===== src/rtl/fsk_mod.sv =====
// fsk_mod: FSK modulator driving the DCO frequency code and the PA enable.
// A serial bit selects CENTER+DEV (1) or CENTER-DEV (0). The PA is held on
// around each packet, and dco_code returns to CENTER between packets.
// Build option FSK_MOD_SLEW_EN:
//   - defined:   the code slews linearly in STEP increments.
//   - undefined: hard FSK, where the code jumps straight to the target.
module fsk_mod #(
    parameter int CODE_W   = 8,
    parameter int CENTER   = 128,
    parameter int DEV      = 32,
    parameter int STEP     = 16,
    parameter int STEP_DIV = 4,
    parameter int PA_OFF   = 8
) (
    input  logic              clk,
    input  logic              rst,
    input  logic              en,
    input  logic              tx,
    input  logic              tx_valid,
    output logic [CODE_W-1:0] dco_code,
    output logic              pa_en,
    output logic              code_settled,
    output logic              busy
);

    typedef enum logic [1:0] {
        IDLE      = 2'd0,
        ACTIVE    = 2'd1,
        RAMP_DOWN = 2'd2,
        PA_HOLD   = 2'd3
    } state_t;

    localparam int HW = (PA_OFF > 1) ? $clog2(PA_OFF) : 1;
    localparam logic [CODE_W-1:0] CODE_CTR = CODE_W'(CENTER);
    localparam logic [CODE_W-1:0] CODE_HI  = CODE_W'(CENTER + DEV);
    localparam logic [CODE_W-1:0] CODE_LO  = CODE_W'(CENTER - DEV);
    localparam logic [HW-1:0]     HOLD_END = HW'(PA_OFF - 1);

    // Reject parameter sets that would wrap the code or break the step grid
    if ((STEP < 1) || ((DEV % STEP) != 0) || (STEP_DIV < 1) || (PA_OFF < 1) ||
        (CENTER - DEV < 0) || (CENTER + DEV >= (1 << CODE_W))) begin : g_bad_cfg
        $error("fsk_mod: invalid parameter set");
    end

    state_t            state_r;
    state_t            state_n_s;
    logic [HW-1:0]     hold_cnt_r;
    logic [HW-1:0]     hold_cnt_n_s;
    logic [CODE_W-1:0] target_s;
    logic [CODE_W-1:0] code_n_s;

    // Frequency target follows the live bit only while a packet is valid
    always_comb begin
        target_s = CODE_CTR;
        if (tx_valid) begin
            target_s = tx ? CODE_HI : CODE_LO;
        end else begin
            target_s = CODE_CTR;
        end
    end

`ifdef FSK_MOD_SLEW_EN
    localparam int PW = (STEP_DIV > 1) ? $clog2(STEP_DIV) : 1;
    localparam logic [PW-1:0]   PRESC_END = PW'(STEP_DIV - 1);
    localparam logic [CODE_W:0] STEP_WIDE = (CODE_W + 1)'(STEP);

    logic [PW-1:0]     presc_r;
    logic [PW-1:0]     presc_n_s;
    logic [CODE_W-1:0] tgt_r;
    logic              tgt_chg_s;
    logic              tick_s;

    // One STEP toward tgt, clamped at tgt; extra top bit keeps the sum from wrapping
    function automatic logic [CODE_W-1:0] slew_toward(input logic [CODE_W-1:0] cur,
                                                      input logic [CODE_W-1:0] tgt);
        logic [CODE_W:0] wide;
        wide = {1'b0, cur};
        if (cur < tgt) begin
            wide = {1'b0, cur} + STEP_WIDE;
            if (wide > {1'b0, tgt}) begin
                wide = {1'b0, tgt};
            end else begin
                wide = wide;
            end
        end else if (cur > tgt) begin
            if ({1'b0, cur} < ({1'b0, tgt} + STEP_WIDE)) begin
                wide = {1'b0, tgt};
            end else begin
                wide = {1'b0, cur} - STEP_WIDE;
            end
        end else begin
            wide = {1'b0, cur};
        end
        return wide[CODE_W-1:0];
    endfunction

    // Prescaler restarts on a new target so the first step lands STEP_DIV cycles later
    always_comb begin
        tgt_chg_s = (target_s != tgt_r);
        tick_s    = 1'b0;
        presc_n_s = presc_r;
        code_n_s  = dco_code;
        if (tgt_chg_s) begin
            presc_n_s = '0;
        end else if (presc_r == PRESC_END) begin
            tick_s    = 1'b1;
            presc_n_s = '0;
        end else begin
            presc_n_s = presc_r + PW'(1);
        end
        if (tick_s) begin
            code_n_s = slew_toward(dco_code, target_s);
        end else begin
            code_n_s = dco_code;
        end
    end

    // Slew timing state: prescaler and the target it is timing against
    always_ff @(posedge clk or posedge rst) begin
        if (rst) begin
            presc_r <= '0;
            tgt_r   <= CODE_CTR;
        end else if (!en) begin
            presc_r <= '0;
            tgt_r   <= CODE_CTR;
        end else begin
            presc_r <= presc_n_s;
            tgt_r   <= target_s;
        end
    end
`else
    // Hard FSK: the code takes the target on the next edge
    always_comb begin
        code_n_s = target_s;
    end
`endif

    // Packet sequencing: next state and PA hold-off count
    always_comb begin
        state_n_s    = state_r;
        hold_cnt_n_s = '0;
        case (state_r)
            IDLE: begin
                if (tx_valid) state_n_s = ACTIVE;
                else          state_n_s = IDLE;
            end
            ACTIVE: begin
                if (!tx_valid) state_n_s = RAMP_DOWN;
                else           state_n_s = ACTIVE;
            end
            RAMP_DOWN: begin
                if (tx_valid)                  state_n_s = ACTIVE;
                else if (code_n_s == CODE_CTR) state_n_s = PA_HOLD;
                else                           state_n_s = RAMP_DOWN;
            end
            PA_HOLD: begin
                if (tx_valid) begin
                    state_n_s = ACTIVE;
                end else if (hold_cnt_r == HOLD_END) begin
                    state_n_s = IDLE;
                end else begin
                    state_n_s    = PA_HOLD;
                    hold_cnt_n_s = hold_cnt_r + HW'(1);
                end
            end
            default: state_n_s = IDLE;
        endcase
    end

    // State, code and status outputs, all registered from next-state values
    always_ff @(posedge clk or posedge rst) begin
        if (rst) begin
            state_r      <= IDLE;
            hold_cnt_r   <= '0;
            dco_code     <= CODE_CTR;
            pa_en        <= 1'b0;
            code_settled <= 1'b0;
            busy         <= 1'b0;
        end else if (!en) begin
            state_r      <= IDLE;
            hold_cnt_r   <= '0;
            dco_code     <= CODE_CTR;
            pa_en        <= 1'b0;
            code_settled <= 1'b0;
            busy         <= 1'b0;
        end else begin
            state_r      <= state_n_s;
            hold_cnt_r   <= hold_cnt_n_s;
            dco_code     <= code_n_s;
            pa_en        <= (state_n_s != IDLE);
            code_settled <= (state_n_s == ACTIVE) && (code_n_s == target_s);
            busy         <= (state_n_s != IDLE);
        end
    end

endmodule


===== config.mk =====
export PLATFORM = sky130hd
export DESIGN_NAME = fsk_mod
export DESIGN_NICKNAME = d
export VERILOG_FILES = /design/src/rtl/fsk_mod.sv
export SDC_FILE = /design/constraint.sdc
export NUM_CORES = 1
export LEC_CHECK = 0
export CORE_AREA = 2 2 39 41
export DETAILED_ROUTE_END_ITERATION = 8
export DIE_AREA = 0 0 41 43
export SLEW_MARGIN = 0
export SYNTH_ARGS = -nofsm -noshare
export SYNTH_HDL_FRONTEND = slang
export SYNTH_SLANG_ARGS = --single-unit

===== constraint.sdc =====
create_clock -name clk -period 2.4 [get_ports clk]
set_clock_uncertainty 0.15 [all_clocks]
set_input_delay 0.48 -clock clk [delete_from_list [all_inputs] [get_ports clk]]
set_output_delay 0.48 -clock clk [all_outputs]
set_load 0.01 [all_outputs]

# Word level (Yosys, flattened, before mapping)
# Cells that the tools add are included.
# totals
regBits	15
wordCells	31
# classes
n_addsub	1
n_eq_ne	6
n_mux	17
reduce_logical	2
# op_table
operator	n
8-bit 2-to-1 mux	3
3-bit 2-to-1 mux	4
2-bit 2-to-1 mux	5
8-bit == test (second input constant)	1
2-bit case mux with 4 select lines	1
2-bit by 1-bit == test with 1-bit output (second input constant)	2
2-bit == test (second input constant)	2
1-bit 2-to-1 mux	4
3-bit by 1-bit adder with 3-bit output (second input constant)	1
3-bit == test (second input constant)	1
2-bit logical NOT	1
2-bit nonzero test	1

# Longest topological paths before layout
# Gate-level depths: netlist (run 1).
# depth
ltp_word	8
mapped_depth	4

# Worst setup path before layout (run 1)
# No wires, ideal clock.
# synth_path
path_type	flip-flop to flip-flop
start	register hold_cnt_r[0]
end	register state_r[1]
setup_ps	65
t_arrival_ps	1075
required_ps	2185
path_slack_ps	1110
stages_incl_launch_ff	5
n_path_buf	0
period_less_slack_ps	1290
path_cell_list	dfrtp_1 -> ha_1 -> ha_1 -> a21boi_2 -> o211a_1
# synth_via
elab_chain_cells	5
# synth_rtl
element	line	source
from (decl)	47	logic [HW-1:0] hold_cnt_r;
from (signal assigned)	188	hold_cnt_r <= hold_cnt_n_s;
3-bit == test	159	end else if (hold_cnt_r == HOLD_END) begin
2-bit 2-to-1 mux	159	
2-bit 2-to-1 mux	157	if (tx_valid) begin
2-bit case mux with 4 select lines	142	case (state_r)
2-bit 2-to-1 mux	179	end else if (!en) begin
to (signal assigned)	187	state_r <= state_n_s;
to (decl)	45	state_t state_r;
# No other way between the ends.

# Worst setup path in the final report (run 1)
# layout_path
start	register dco_code[7]
end	output dco_code[7]
# layout_lines
element	line	source
from (decl)	20	output logic [CODE_W-1:0] dco_code,
from (signal assigned)	189	dco_code <= code_n_s;
# No word-level cell between the ends.

==> results.ini, run 1 <==
[outcome]
outcome = complete, no violations

[cts]
clk_pin_slew_ps = 70
clock_path_buffers = 2
hold_buffers = 0
clkSinkCount = 10
clock_latency_ps = 260
cts_resized = 0
clockRootBuffer = clkbuf_4
htreeDepth = 1
cts_setup_buffers = 0
numCtsBuffers = 3
cts_tree = built

[floorplanning]
pin_count = 16
start_util_pct = 31.7
placementRows = 14
die_area_um2 = 1760
coreArea_um2 = 1380
die_w_um = 41
die_h_um = 43

[placed_design]
place.gp.congestion = 0.678
hpwl_um = 504
port-buffer-count = 10
place_area_um2 = 529

[route]
wl_um = 651
wl_per_cell_um = 10.5
antenna_left = 0
drt-initial-drc-count = 3
dr.pass1.iters = 4
drcViolationCount = 0
avgViaCountPerCell = 4.24
vias = 263

[critical_path]
cp_num_buf_inv = 1
cp_max_fo = 1
worstReg2RegEnd = state_r[1]
crit_type = flip-flop to output port
crit_cells = 1
regToRegStartpoint = hold_cnt_r[0]
slowest_delay_ps = 520
path_cells = clkdlybuf4s50_1
crit_path_start_kind = flip-flop
rr_worst_depth = 4
worst_ep_arrival_time_ps = 1300
reg2reg_slack_ps = 1030
crit_slowest_cell = dfstp_2
endpoint_kind = output port
cp_top_family = flip-flops
cp.required_ps = 1770

[worst_hold_path]
worstHoldStart = hold_cnt_r[0]
holdCritPathClass = flip-flop to flip-flop
min_path_cells = 1
min_to = hold_cnt_r[0]

[synthesis]
avgSynthCellArea_um2 = 12.9
yosysWarnings = 0
netlist_area_um2 = 439
seq_area_frac_synth_pct = 57.3
synth-seq-cells = 10
syn_inst = 34
ys_types = 16

[timing]
finalCriticalPeriod_ps = 1930
hold_violations = 0
setup-tns-final_ps = 0
post-route-period-util_pct = 80.3
slew_violations = 0
setup_viol = 0
fmaxAchievable_mhz = 519
rsz0062_at_grt = false

[finish]
design_area_um2 = 556
nFillCells = 154
seqCellArea_um2 = 251
antennaDiodeCount = 0
multiInputGateArea_um2 = 150
syn2layout_area_growth_pct = 26.5
final_nets = 54
drive_gt1_share_pct = 17.4

[global_routing]
grt_max_degree = 11
grt_pass1_wl_um = 1180
antenna_found_initial = 0
grt_pass1_vias = 257
grt.overflow.total = 0
track_usage_pct = 11.4

[pwr]
p_per_area_nw_per_um2 = 604
leakage_nw = 0.288
vdd_drop_max_mv = 0.270

[job]
drv_cap = 0

-- cells by family (layout without fill, tap and decap cells) --
logic type,Yosys count,count (layout),synth area share (%)
flops,10,10,57.3
simple gates,9,9,15.7
buf+inv,8,16,12.0
compound gates,4,4,8.55
fa+ha+maj,2,2,5.70
other cells,1,5,0.854
-- worst max-delay path by stage --
stage | startpoint | to
6_report | dco_code[7] | dco_code[7]
5_1_grt | dco_code[7] | dco_code[7]
4_1_cts | dco_code[7] | dco_code[7]
3_5_place_dp | tx_valid | hold_cnt_r[0]
3_3_place_gp | tx_valid | hold_cnt_r[0]
2_1_floorplan | hold_cnt_r[0] | state_r[1]
-- worst reg2reg max path: cells and delay by family (launching register included) --
kind / cells / cell delay, ps
fa+ha+maj: 2 / 410
compound gates: 2 / 360
flops: 1 / 390
-- final cells by class --
type / count / share of cell area [%]
well taps: 16 / 3.60
flip-flops and latches: 10 / 45.3
repair buffers: 10 / 18.0
inverters: 2 / 1.35
clock buffers: 4 / 4.73
multi-input cells: 20 / 27.0
-- cell usage after synthesis --
library cell / instances / area (um^2)
dfstp_2: 1 / 26.3
and2_2: 2 / 15.0
and4b_1: 1 / 10.0
buf_4: 6 / 45.0
nor2b_1: 2 / 12.5
o211a_1: 1 / 10.0
dfrtp_1: 9 / 225
ha_1: 2 / 25.0
o31a_1: 1 / 8.76
nor3b_2: 1 / 12.5
inv_1: 2 / 7.51
o21a_1: 1 / 7.51
conb_1: 1 / 3.75
nand2b_1: 1 / 6.26
and2_1: 2 / 12.5
a21boi_2: 1 / 11.3
-- flip-flops by register name, indices dropped and copies added (netlist names) --
| signal | count |
|---|---|
| hold_cnt_r | 3 |
| state_r | 2 |
| dco_code | 3 |
| code_settled | 1 |
| busy | 1 |
-- placed cells by master (no fill, tap or decap) --
cell type / instances
clkbuf_4: 3
dfrtp_1: 9
nand2b_1: 1
nor2b_1: 2
and4b_1: 1
o211a_1: 1
and2_1: 2
dfstp_2: 1
clkbuf_1: 1
conb_1: 5
ha_1: 2
clkdlybuf4s50_1: 10
o21a_1: 1
nor3b_2: 1
o31a_1: 1
and2_2: 2
inv_1: 2
a21boi_2: 1
-- layer usage --
metal / wire length (um) / part of all wire, % / up-vias / track usage, %
met3: 23 / 3.5 / 2 / 6.28
met4: 27 / 4.1 / 0 / 12.0
met1: 282 / 43 / 127 / 14.1
li1: - / - / 125 / -
met2: 317 / 49 / 9 / 12.5
met5: 0 / 0 / - / 0
-- per-stage QoR --
step | power (mW) | instances | hold slack [ps] | setup WS, ps | util [%]
after floorplan | 0.205 | 38 | 169 | 1110 | -
after global routing | 0.357 | 62 | 322 | 416 | 40.1
after detailed placement | 0.219 | 58 | 303 | 723 | 38.2
final | 0.335 | 62 | 308 | 473 | 40.1
after CTS | 0.344 | 62 | 312 | 447 | 40.1
after global placement | 0.218 | 58 | 301 | 727 | 38.2
-- where the power goes --
part | internal [mW] | leakage, nW | switching [mW] | total, mW
clock | 0.0642 | 0.0150 | 0.0559 | 0.120
combinational | 0.0202 | 0.143 | 0.0175 | 0.0377
sequential | 0.175 | 0.131 | 0.00265 | 0.178
(Power assumes the default switching activity.)
==> run 2: changes to the inputs <==
clock period = 1.95 ns   (was 2.4 ns; I/O delays follow)
==> results of run 2 <==
Same layout as run 1 (identical final DEF). Status: complete, no violations.
Among the figures that moved: setup slack after placement 723 ps -> 363 ps; setup slack after layout 473 ps -> 113 ps; hold slack 308 ps -> 260 ps; register-to-register setup slack 1030 ps -> 580 ps; total power 0.335 mW -> 0.413 mW; worst IR drop on VDD 0.270 mV -> 0.332 mV
==> run 3: changes to the inputs <==
ABC_CLOCK_PERIOD_IN_PS = 1950   (was unset)
SLEW_MARGIN = 30   (was 0)
==> results of run 3 <==
Same layout as run 1 (identical final DEF). Status: complete, no violations.
Among the figures that moved: setup slack after placement 723 ps -> 363 ps; setup slack after layout 473 ps -> 113 ps; hold slack 308 ps -> 260 ps; register-to-register setup slack 1030 ps -> 580 ps; total power 0.335 mW -> 0.413 mW; worst IR drop on VDD 0.270 mV -> 0.332 mV
